[config.mk]
export PLATFORM = sky130hd
export DESIGN_NAME = pipelined_int_alu
export DESIGN_NICKNAME = d
export VERILOG_FILES = /design/src/rtl/pipelined_int_alu_pkg.sv /design/src/rtl/pipelined_int_alu_core.sv /design/src/rtl/pipelined_int_alu.sv
export SDC_FILE = /design/constraint.sdc
export NUM_CORES = 1
export LEC_CHECK = 0
export BUFFER_PORTS_ARGS = -buffer_cell sky130_fd_sc_hd__buf_2
export CORE_ASPECT_RATIO = 1.2
export CORE_MARGIN = 2
export CORE_UTILIZATION = 66
export CTS_CLUSTER_SIZE = 20
export DETAILED_ROUTE_END_ITERATION = 12
export PLACE_DENSITY = 0.95
export SLEW_MARGIN = 15
export SYNTH_ARGS = -nofsm -noshare
export SYNTH_HDL_FRONTEND = slang
export SYNTH_SLANG_ARGS = --single-unit
[constraint.sdc]
create_clock -name clk -period 6.9 [get_ports clk]
set_input_delay 0.345 -clock clk [delete_from_list [all_inputs] [get_ports clk]]
set_output_delay 0.345 -clock clk [all_outputs]
set_load 0.02 [all_outputs]
[src/rtl/pipelined_int_alu_pkg.sv]
// Shared types for the pipelined integer ALU: operation codes and the flag bundle.
// Port summary: none (package only).
package pipelined_int_alu_pkg;

  localparam int unsigned CODE_WIDTH = 4;

  // Operation codes; any code outside this list executes as AND.
  typedef enum logic [CODE_WIDTH-1:0] {
    OP_ADD  = 4'd0,
    OP_SUB  = 4'd1,
    OP_AND  = 4'd2,
    OP_OR   = 4'd3,
    OP_XOR  = 4'd4,
    OP_SLT  = 4'd5,
    OP_SLTU = 4'd6,
    OP_SLL  = 4'd7,
    OP_SRL  = 4'd8,
    OP_SRA  = 4'd9
  } int_alu_code_e;

  // Adder flags; both are zero for everything except ADD and SUB.
  typedef struct packed {
    logic carry;
    logic overflow;
  } alu_flags_t;

endpackage

[src/rtl/pipelined_int_alu_core.sv]
// Combinational integer datapath: shared adder with operand inversion, logic ops,
// signed/unsigned compare and barrel shifts.
// Ports: code_i (operation), op_a_i/op_b_i (operands), result_o, flags_o (carry/overflow).
module pipelined_int_alu_core
  import pipelined_int_alu_pkg::*;
#(
  parameter int unsigned DATA_WIDTH = 32
) (
  input  logic [CODE_WIDTH-1:0] code_i,
  input  logic [DATA_WIDTH-1:0] op_a_i,
  input  logic [DATA_WIDTH-1:0] op_b_i,
  output logic [DATA_WIDTH-1:0] result_o,
  output alu_flags_t            flags_o
);

  localparam int unsigned MSB     = DATA_WIDTH - 1;
  localparam int unsigned SHAMT_W = $clog2(DATA_WIDTH);

  int_alu_code_e         code;
  logic                  is_sub;
  logic [DATA_WIDTH-1:0] b_eff;
  logic [DATA_WIDTH:0]   sum_ext;
  logic [DATA_WIDTH-1:0] sum;
  logic                  carry;
  logic                  ovf;
  logic [SHAMT_W-1:0]    shamt;

  assign code = int_alu_code_e'(code_i);

  always_comb begin
    // Compares reuse the subtractor: SLT from sign^overflow, SLTU from borrow.
    is_sub   = (code == OP_SUB) || (code == OP_SLT) || (code == OP_SLTU);
    b_eff    = is_sub ? ~op_b_i : op_b_i;
    sum_ext  = {1'b0, op_a_i} + {1'b0, b_eff} + (DATA_WIDTH+1)'(is_sub);
    sum      = sum_ext[DATA_WIDTH-1:0];
    carry    = sum_ext[DATA_WIDTH];
    ovf      = (sum[MSB] ^ op_a_i[MSB]) & (sum[MSB] ^ b_eff[MSB]);
    shamt    = op_b_i[SHAMT_W-1:0];
    result_o = op_a_i & op_b_i;
    flags_o  = '0;
    case (code)
      OP_ADD, OP_SUB: begin
        result_o         = sum;
        flags_o.carry    = carry;
        flags_o.overflow = ovf;
      end
      OP_AND:  result_o = op_a_i & op_b_i;
      OP_OR:   result_o = op_a_i | op_b_i;
      OP_XOR:  result_o = op_a_i ^ op_b_i;
      OP_SLT:  result_o = DATA_WIDTH'(sum[MSB] ^ ovf);
      OP_SLTU: result_o = DATA_WIDTH'(!carry);
      OP_SLL:  result_o = op_a_i << shamt;
      OP_SRL:  result_o = op_a_i >> shamt;
      OP_SRA:  result_o = DATA_WIDTH'($signed(op_a_i) >>> shamt);
      default: result_o = op_a_i & op_b_i;
    endcase
  end

endmodule

[src/rtl/pipelined_int_alu.sv]
// Back-pressurable pipelined integer ALU. Compute happens in front of stage 0;
// later stages only re-register. Each stage loads when empty or when it drains,
// so bubbles collapse even while the output is stalled.
// Ports: clk, rst (sync, active-low), flush; input handshake inValid/inReady with
// inCode/inOpA/inOpB/inTag; output handshake outValid/outReady with
// outData/outCarry/outOverflow/outTag, all driven from last-stage registers.
module pipelined_int_alu
  import pipelined_int_alu_pkg::*;
#(
  parameter int unsigned DATA_WIDTH  = 32,
  parameter int unsigned PIPE_STAGES = 2,
  parameter int unsigned TAG_WIDTH   = 6
) (
  input  logic                  clk,
  input  logic                  rst,
  input  logic                  flush,
  input  logic                  inValid,
  output logic                  inReady,
  input  logic [CODE_WIDTH-1:0] inCode,
  input  logic [DATA_WIDTH-1:0] inOpA,
  input  logic [DATA_WIDTH-1:0] inOpB,
  input  logic [TAG_WIDTH-1:0]  inTag,
  output logic                  outValid,
  input  logic                  outReady,
  output logic [DATA_WIDTH-1:0] outData,
  output logic                  outCarry,
  output logic                  outOverflow,
  output logic [TAG_WIDTH-1:0]  outTag
);

  localparam int unsigned LAST = PIPE_STAGES - 1;

  typedef struct packed {
    logic                  valid;
    logic [DATA_WIDTH-1:0] data;
    alu_flags_t            flags;
    logic [TAG_WIDTH-1:0]  tag;
  } stage_t;

  stage_t                 stage_q [PIPE_STAGES];
  stage_t                 stage_d [PIPE_STAGES];
  stage_t                 in_stage;
  logic [PIPE_STAGES-1:0] ready_c;
  logic                   rdy;
  logic [DATA_WIDTH-1:0]  alu_result;
  alu_flags_t             alu_flags;

  pipelined_int_alu_core #(
    .DATA_WIDTH(DATA_WIDTH)
  ) u_core (
    .code_i  (inCode),
    .op_a_i  (inOpA),
    .op_b_i  (inOpB),
    .result_o(alu_result),
    .flags_o (alu_flags)
  );

  // Ready ripples from the output back to the input: a stage can take a new op
  // if it is empty or everything downstream of it can move.
  always_comb begin
    ready_c = '0;
    rdy     = outReady;
    for (int k = int'(LAST); k >= 0; k--) begin
      rdy        = !stage_q[k].valid | rdy;
      ready_c[k] = rdy;
    end
  end

  // Next-state for every stage; data is only overwritten by a valid upstream op.
  always_comb begin
    stage_d  = stage_q;
    in_stage = '{valid: inValid, data: alu_result, flags: alu_flags, tag: inTag};
    if (ready_c[0]) begin
      stage_d[0].valid = in_stage.valid;
      if (in_stage.valid) stage_d[0] = in_stage;
    end
    for (int k = 1; k < int'(PIPE_STAGES); k++) begin
      if (ready_c[k]) begin
        stage_d[k].valid = stage_q[k-1].valid;
        if (stage_q[k-1].valid) stage_d[k] = stage_q[k-1];
      end
    end
    // Flush wins over any load, including the op offered this cycle.
    if (flush) begin
      for (int k = 0; k < int'(PIPE_STAGES); k++) stage_d[k].valid = 1'b0;
    end
  end

  always_ff @(posedge clk) begin
    if (!rst) begin
      for (int k = 0; k < int'(PIPE_STAGES); k++) stage_q[k] <= '0;
    end else begin
      stage_q <= stage_d;
    end
  end

  assign inReady     = ready_c[0];
  assign outValid    = stage_q[LAST].valid;
  assign outData     = stage_q[LAST].data;
  assign outCarry    = stage_q[LAST].flags.carry;
  assign outOverflow = stage_q[LAST].flags.overflow;
  assign outTag      = stage_q[LAST].tag;

endmodule

=== Word-level counts from Yosys, hierarchy flattened ===
Cells that the tools add are included.

* $add $sub $neg: 2
* Equal/unequal tests: 8
* Shift operators: 3
* Mux-type cells: 5
* Bitwise operators: 11
* Reduce and logical (&&, ||, !) cells: 10

{| class="wikitable"
|+ Operators by type and width
! operator !! number
|-
| case mux 32 bit (8 select lines) || 1
|-
| 2-to-1 mux 41 bit || 2
|-
| adder 32 x 32 -> 33 bit || 1
|-
| adder 33 x 1 -> 33 bit || 1
|-
| AND 32 bit || 1
|-
| 2-to-1 mux 32 bit || 1
|-
| inverter 32 bit || 1
|-
| bitwise OR 32 bit || 1
|-
| left shift 32 x 5 -> 32 bit || 1
|-
| >> shifter 32 x 5 -> 32 bit || 1
|-
| >>> shifter 32 x 5 -> 32 bit || 1
|-
| XOR 32 bit || 1
|-
| == test 4 x 3 -> 1 bit (second input constant) || 4
|-
| == test 4 bit (second input constant) || 2
|-
| == test 4 x 1 -> 1 bit (second input constant) || 1
|-
| == test 4 x 2 -> 1 bit (second input constant) || 1
|-
| logical NOT 4 bit || 1
|-
| AND reduction 2 bit || 2
|-
| OR reduction 2 bit || 2
|-
| logical NOT 1 bit || 3
|-
| XOR 1 bit || 3
|-
| logical OR 1 bit || 2
|-
| 2-to-1 mux 2 bit || 1
|-
| bitwise OR 1 bit || 2
|-
| 2 further kinds || 2
|}

* Register bits: 82
* Input port bits: 79
* Output and inout bits: 42
* Word-level logic and storage cells: 49

=== Longest topological paths before layout ===
* Depth after elaboration: 11
* Gate-level depth with buffers: 22
* Gate-level depth less buffers: 19

=== Cells and area by module ===
Synthesis repeated with hierarchy kept, for this count alone.

* Cell total of the unflattened synthesis: 1512
* Area total of the unflattened synthesis: 11134.4 um^2

{| class="wikitable"
|+ Modules (own cells, without submodules)
! module !! instances !! cells each !! area an instance (um^2) !! seq. area each (um^2)
|-
| pipelined_int_alu_core || 1 || 1106 || 7619.8 || 0.0
|-
| pipelined_int_alu || 1 || 406 || 3514.6 || 1641.6
|}

=== Worst setup path before layout ===
No wires, ideal clock.

* Path type: input -> register
* From: input port inCode[0]
* To: register stage_q[80] (netlist name)
* Library setup time: 125 ps
* Data arrival time: 4049 ps
* Slack: 2726 ps
* Cell stages on the path: 20
* Cell sequence: buf_6 -> and3b_1 -> nor2_1 -> nor2_1 -> buf_1 -> xnor2_1 -> ha_1 -> nand2_1 -> o41ai_2 -> a41o_2 -> o21ai_4 -> a2111oi_4 -> o22ai_2 -> o21ai_0 -> a21o_1 -> fa_1 -> a21oi_1 -> nand2_1 -> o22ai_1 -> o21ai_0

* Word-level cells in the longest chain between the ends: 7
* Elaborated cells between the ends (all ways): 16
* Those cells by class: add/sub (2); eq/ne (8); mux (2); reduce/logical (4)

{| class="wikitable"
|+ RTL lines
! item !! line !! text
|-
| start: declaration || pipelined_int_alu.sv:19 || <nowiki>input logic [CODE_WIDTH-1:0] inCode,</nowiki>
|-
| == test 4 x 1 -> 1 bit / == test 4 x 3 -> 1 bit (equally long branches) || pipelined_int_alu_core.sv:32, pipelined_int_alu_core.sv:41 ||
|-
| logical OR 1 bit (2 in a row) || pipelined_int_alu_core.sv:32 || <nowiki>is_sub = (code == OP_SUB) || (code == OP_SLT) || (code == OP_SLTU);</nowiki>
|-
| 2-to-1 mux 32 bit || pipelined_int_alu_core.sv:33 || <nowiki>b_eff = is_sub ? ~op_b_i : op_b_i;</nowiki>
|-
| adder 32 x 32 -> 33 bit || pipelined_int_alu_core.sv:34 || <nowiki>sum_ext = {1'b0, op_a_i} + {1'b0, b_eff} + (DATA_WIDTH+1)'(is_sub);</nowiki>
|-
| adder 33 x 1 -> 33 bit || pipelined_int_alu_core.sv:34 ||
|-
| case mux 32 bit (8 select lines) * || pipelined_int_alu_core.sv:41 || <nowiki>case (code)</nowiki>
|-
| end signal: assignment || pipelined_int_alu.sv:93 || <nowiki>stage_q <= stage_d;</nowiki>
|-
| end: declaration || pipelined_int_alu.sv:40 || <nowiki>stage_t stage_q [PIPE_STAGES];</nowiki>
|}

Mark *: on every way between the ends. The rest lies on a longest branch, timed or not.
A chain may end at the register's enable or synchronous reset.

=== Worst setup path in the final report ===
* From: input port inCode[0]
* To: register stage_q[47] (netlist name)

* Word-level cells in the longest chain between the ends: 9
* Elaborated cells between the ends (all ways): 14
* Those cells by class: add/sub (2); eq/ne (3); mux (2); bitwise (3); reduce/logical (4)

{| class="wikitable"
|+ RTL lines
! item !! line !! text
|-
| == test 4 x 1 -> 1 bit / == test 4 x 3 -> 1 bit (equally long branches) || pipelined_int_alu_core.sv:32, pipelined_int_alu_core.sv:41 ||
|-
| logical OR 1 bit (2 in a row) || pipelined_int_alu_core.sv:32 ||
|-
| 2-to-1 mux 32 bit || pipelined_int_alu_core.sv:33 ||
|-
| adder 32 x 32 -> 33 bit || pipelined_int_alu_core.sv:34 ||
|-
| adder 33 x 1 -> 33 bit || pipelined_int_alu_core.sv:34 ||
|-
| XOR 1 bit || pipelined_int_alu_core.sv:37 || <nowiki>ovf = (sum[MSB] ^ op_a_i[MSB]) & (sum[MSB] ^ b_eff[MSB]);</nowiki>
|-
| AND 1 bit || pipelined_int_alu_core.sv:37 ||
|-
| 2-to-1 mux 2 bit * || pipelined_int_alu_core.sv:41 ||
|}

Marked as above.

==> key figures <==
Finish
  • Top library cells by usage in the layout, fill and taps aside: 205 x nand2_1, 136 x a21oi_1, 119 x buf_2
  • Count of inserted antenna diode cells: 0
  • Total number of nets in the final design: 1600
  • Area growth syn-to-layout: 5.622%
  • Fraction of final layout cells with drive strength greater than 1: 0.1642
  • Finished layout cell area: 11310 um^2
  • Most common cell after layout, fill and taps aside: nand2_1
  • Total area of multi-input combinational cells: 8088 um^2
  • Post-Layout Cell Count: 1637
  • Final design utilization: 0.7032
  • Number of inserted filler cells in the final layout: 1360
  • Combined flip-flop and latch cell area: 1642 um^2

Worst setup path
  • FF-to-FF path depth: 8
  • Data required time of the worst path: about 7.2 ns
  • Crit start category: input port
  • Data arrival time at the worst-slack endpoint: 4.91 ns
  • Critical R2R Launch: outValid$_SDFFE_PP0P_
  • Worst r2r dst: stage_q[74]$_SDFFE_PN0P_
  • Biggest fanout along the worst timing path: 23
  • Worst setup path startpoint: inCode[0]
  • Category of the critical setup timing path: in2reg
  • Sort of element at the end of the critical path: flip-flop
  • Flop-to-flop setup slack: a little under 4 ns

Detailed routing
  • Final WL: between 30000 and 40000 um
  • Number of iterations in the first detailed-routing pass: 6
  • Average via count per standard cell: 6.936
  • DR vias: 11355
  • DRT antenna net count: 0
  • Final routed DRC violation total: 0
  • Detailed router's first-iteration violation count: 1204
  • Wire per inst: 23.94 um

GRT
  • Number of global-route vias before repair: between 10000 and 15000
  • GRT overflow: 0
  • Largest net degree at the start of global routing: 91
  • Global routing usage on met3: 0.06349
  • First-pass GRT wire length: approximately 60000 um
  • Global-route met1 utilization: 0.5659
  • GRT Resource Usage Total: 0.4457
  • Most congested layer reported by global routing: met2
  • Global routing met2 resource utilization: 0.7153
  • Initial antenna violation count: 0

Timing
  • Hold Violations, Final: 0
  • Setup TNS: 0 ns
  • Setup-violating endpoint count in the final report: 0
  • Min cycle time layout: 4.655 ns
  • Final clock period utilization by the worst path: 0.6747
  • Unrepaired setup endpoints after global routing: false
  • Top achievable clock speed: 214.8 MHz
  • Final worst clock skew: between 0.01 and 0.015 ns
  • Final-layout worst hold slack: about 0.25 ns
  • Max-slew violation total from the final report: 0
  • Worst-margin pin slew: roughly 1.1 ns
  • Relative max-transition margin: 0.2604
  • Slack of the critical path: 2.245 ns

Clock network
  • Num Clock Sinks: 82
  • CTS tree: yes
  • Clock insertion delay at the later pin of the skew report: 0.34 ns
  • Clock tree buffer depth: 2
  • Setup repair bufs after CTS: 0
  • CTS H-tree depth: 3
  • TritonCTS buffer count: 9
  • Number of hold-repair buffers added at the cts stage: 0
  • Clock root buffer: clkbuf_16
  • Number of gates resized after CTS: 0
  • CTS clock-pin slew for the worst setup and hold paths: about 0.07 ns

Pwr
  • Max VDD drop: approximately 130 uV
  • Total power per unit cell area: between 150 and 200 nW/um^2
  • Leakage power: 4.795 nW
  • Portion of total power attributed to combinational logic: 0.452
  • Clock power share: 0.260
  • Sequential share of power: 0.288
  • Switching Power: 724.2 uW
  • Internal Pwr Total: about 1.0 mW
  • Sw frac: 0.4093
  • Total power draw: roughly 1.8 mW

Logic synthesis
  • Most common flop cell mapped by yosys: dfxtp_1
  • Seq cells post-synth: 82
  • Leading area contributor after synthesis: dfxtp_1
  • Sequential element share of the synthesized area: 0.1533
  • Number of enable flip-flop cells after synthesis: 0
  • Post-Synthesis Net Count: 1594
  • Area fraction of the dominant cell type after synthesis: 0.1533
  • Post-Syn Area: 10710 um^2
  • Async set-or-reset flop fraction in the synthesized netlist: 0
  • Main area contributors after synthesis: dfxtp_1 15%, ha_1 12%, mux4_2 10%, nand2_1 7.2%, a21oi_1 6.4%
  • Count of warnings emitted by yosys: 0
  • Post-Syn Instances: 1414
  • Post-Synthesis Mean Instance Area: 7.571 um^2
  • Cell variety after synth: roughly 80

Outcome
  • Status: complete, no violations

Hold path
  • End point of the most critical hold path: stage_q[43]$_SDFFE_PN0P_
  • Worst Hold Path Cells: 3
  • Class of the worst hold path: in2reg
  • Startpoint of the tightest hold check path: inTag[2]

Die
  • Num rows: 51
  • Die area: around 17000 um^2
  • Horiz. Die Dim: 120.3 um
  • Floorplan Core Area: 16080 um^2
  • Number of ports placed on the die boundary: 121
  • Y dimension of the die: 143.5 um
  • Effective utilization at floorplan: 0.6657

Placed design
  • Worst setup slack before clock tree synthesis: approximately 2 ns
  • Number of port buffers: 120
  • Detail Placement HPWL: 29350 um
  • Post-placement cell area: ~11000 um^2
  • Cell Count Post-Placement: 1621
  • Final weighted congestion of routability-driven global placement: 1.035

Flow run
  • Max Cap Viol: 0
layer usage:
metal  wire [um]  vias to the layer above
met3        3823                      183
li1            -                     5142
met4        2756                        0
met2       17680                      776
met1       14920                     5254
met5           0                        -
flip-flops by register name, summed over array words and instances (netlist names):
name and count:
outTag 6, outCarry 1, outOverflow 1, outValid 1, stage_q 41, outData 32
Yosys cell counts, drive strengths merged (7+ instances only):
cell	number
o22ai	28
o21ai	85
inv	74
mux2	16
xor2	8
o21a	7
xnor2	40
mux2i	46
mux4	48
dfxtp	82
o2111ai	8
a221oi	18
a21oi	136
a211o	7
nor2	106
nor3	29
nand2b	9
nand4	7
clkbuf	71
nand3	26
a211oi	16
o211ai	23
buf	73
a31oi	12
a21o	20
ha	99
o221ai	12
nand2	205
critical path, stage by stage:
cell and delay, ns:
buf_2 0.27, and2b_1 0.23, nor2_1 0.09, nor2_4 0.68, xnor2_1 0.14, ha_1 0.39
nand2_1 0.08, o41ai_2 0.37, a41o_2 0.33, o21ai_4 0.10, a2111oi_4 0.42, o22ai_2 0.17
o21ai_0 0.19, a21o_1 0.17, fa_1 0.45, o21ai_0 0.19, nand3_1 0.10, a21oi_1 0.18
kinds of logic (layout without fill, tap and decap cells):
family | after synthesis | in the layout | synth area share
buffers and inverters | 219 | 230 | 0.09315
AOI/OAI and AO/OA | 431 | 431 | 0.2627
adders and majority gates | 101 | 101 | 0.1194
xor gates and xnor gates | 48 | 48 | 0.03927
muxes | 110 | 110 | 0.1608
DFF | 82 | 82 | 0.1533
and+or+nand+nor | 423 | 423 | 0.1712
area by class of cell:
cell class,count,area share
clock buffer,9,0.01992
tap,212,0.02346
multi-input combinational,1113,0.7153
clock inverter,7,0.005311
inverter,75,0.02490
timing repair buffer,139,0.06595
sequential,82,0.1452
power groups by stage:
stage                     clock, mW  combinational [mW]  sequential (mW)
after floorplan                   0               0.553            0.515
after global placement            0               0.756            0.518
after detailed placement          0               0.767            0.520
after CTS                     0.462               0.773            0.509
after global routing          0.487               0.857            0.511
final                         0.459               0.800            0.510
how the worst max path moves through the flow:
stage                                           to  slack, ns  depth (start not counted)
after floorplan           stage_q[80]$_SDFFE_PN0P_       2.73                         20
after global placement    stage_q[80]$_SDFFE_PN0P_       2.16                         19
after detailed placement  stage_q[47]$_SDFFE_PN0P_       2.01                         18
after CTS                 stage_q[47]$_SDFFE_PN0P_       2.34                         18
after global routing      stage_q[47]$_SDFFE_PN0P_       2.04                         19
final                     stage_q[47]$_SDFFE_PN0P_       2.24                         18
No activity file was read; power rests on OpenSTA's default activity.
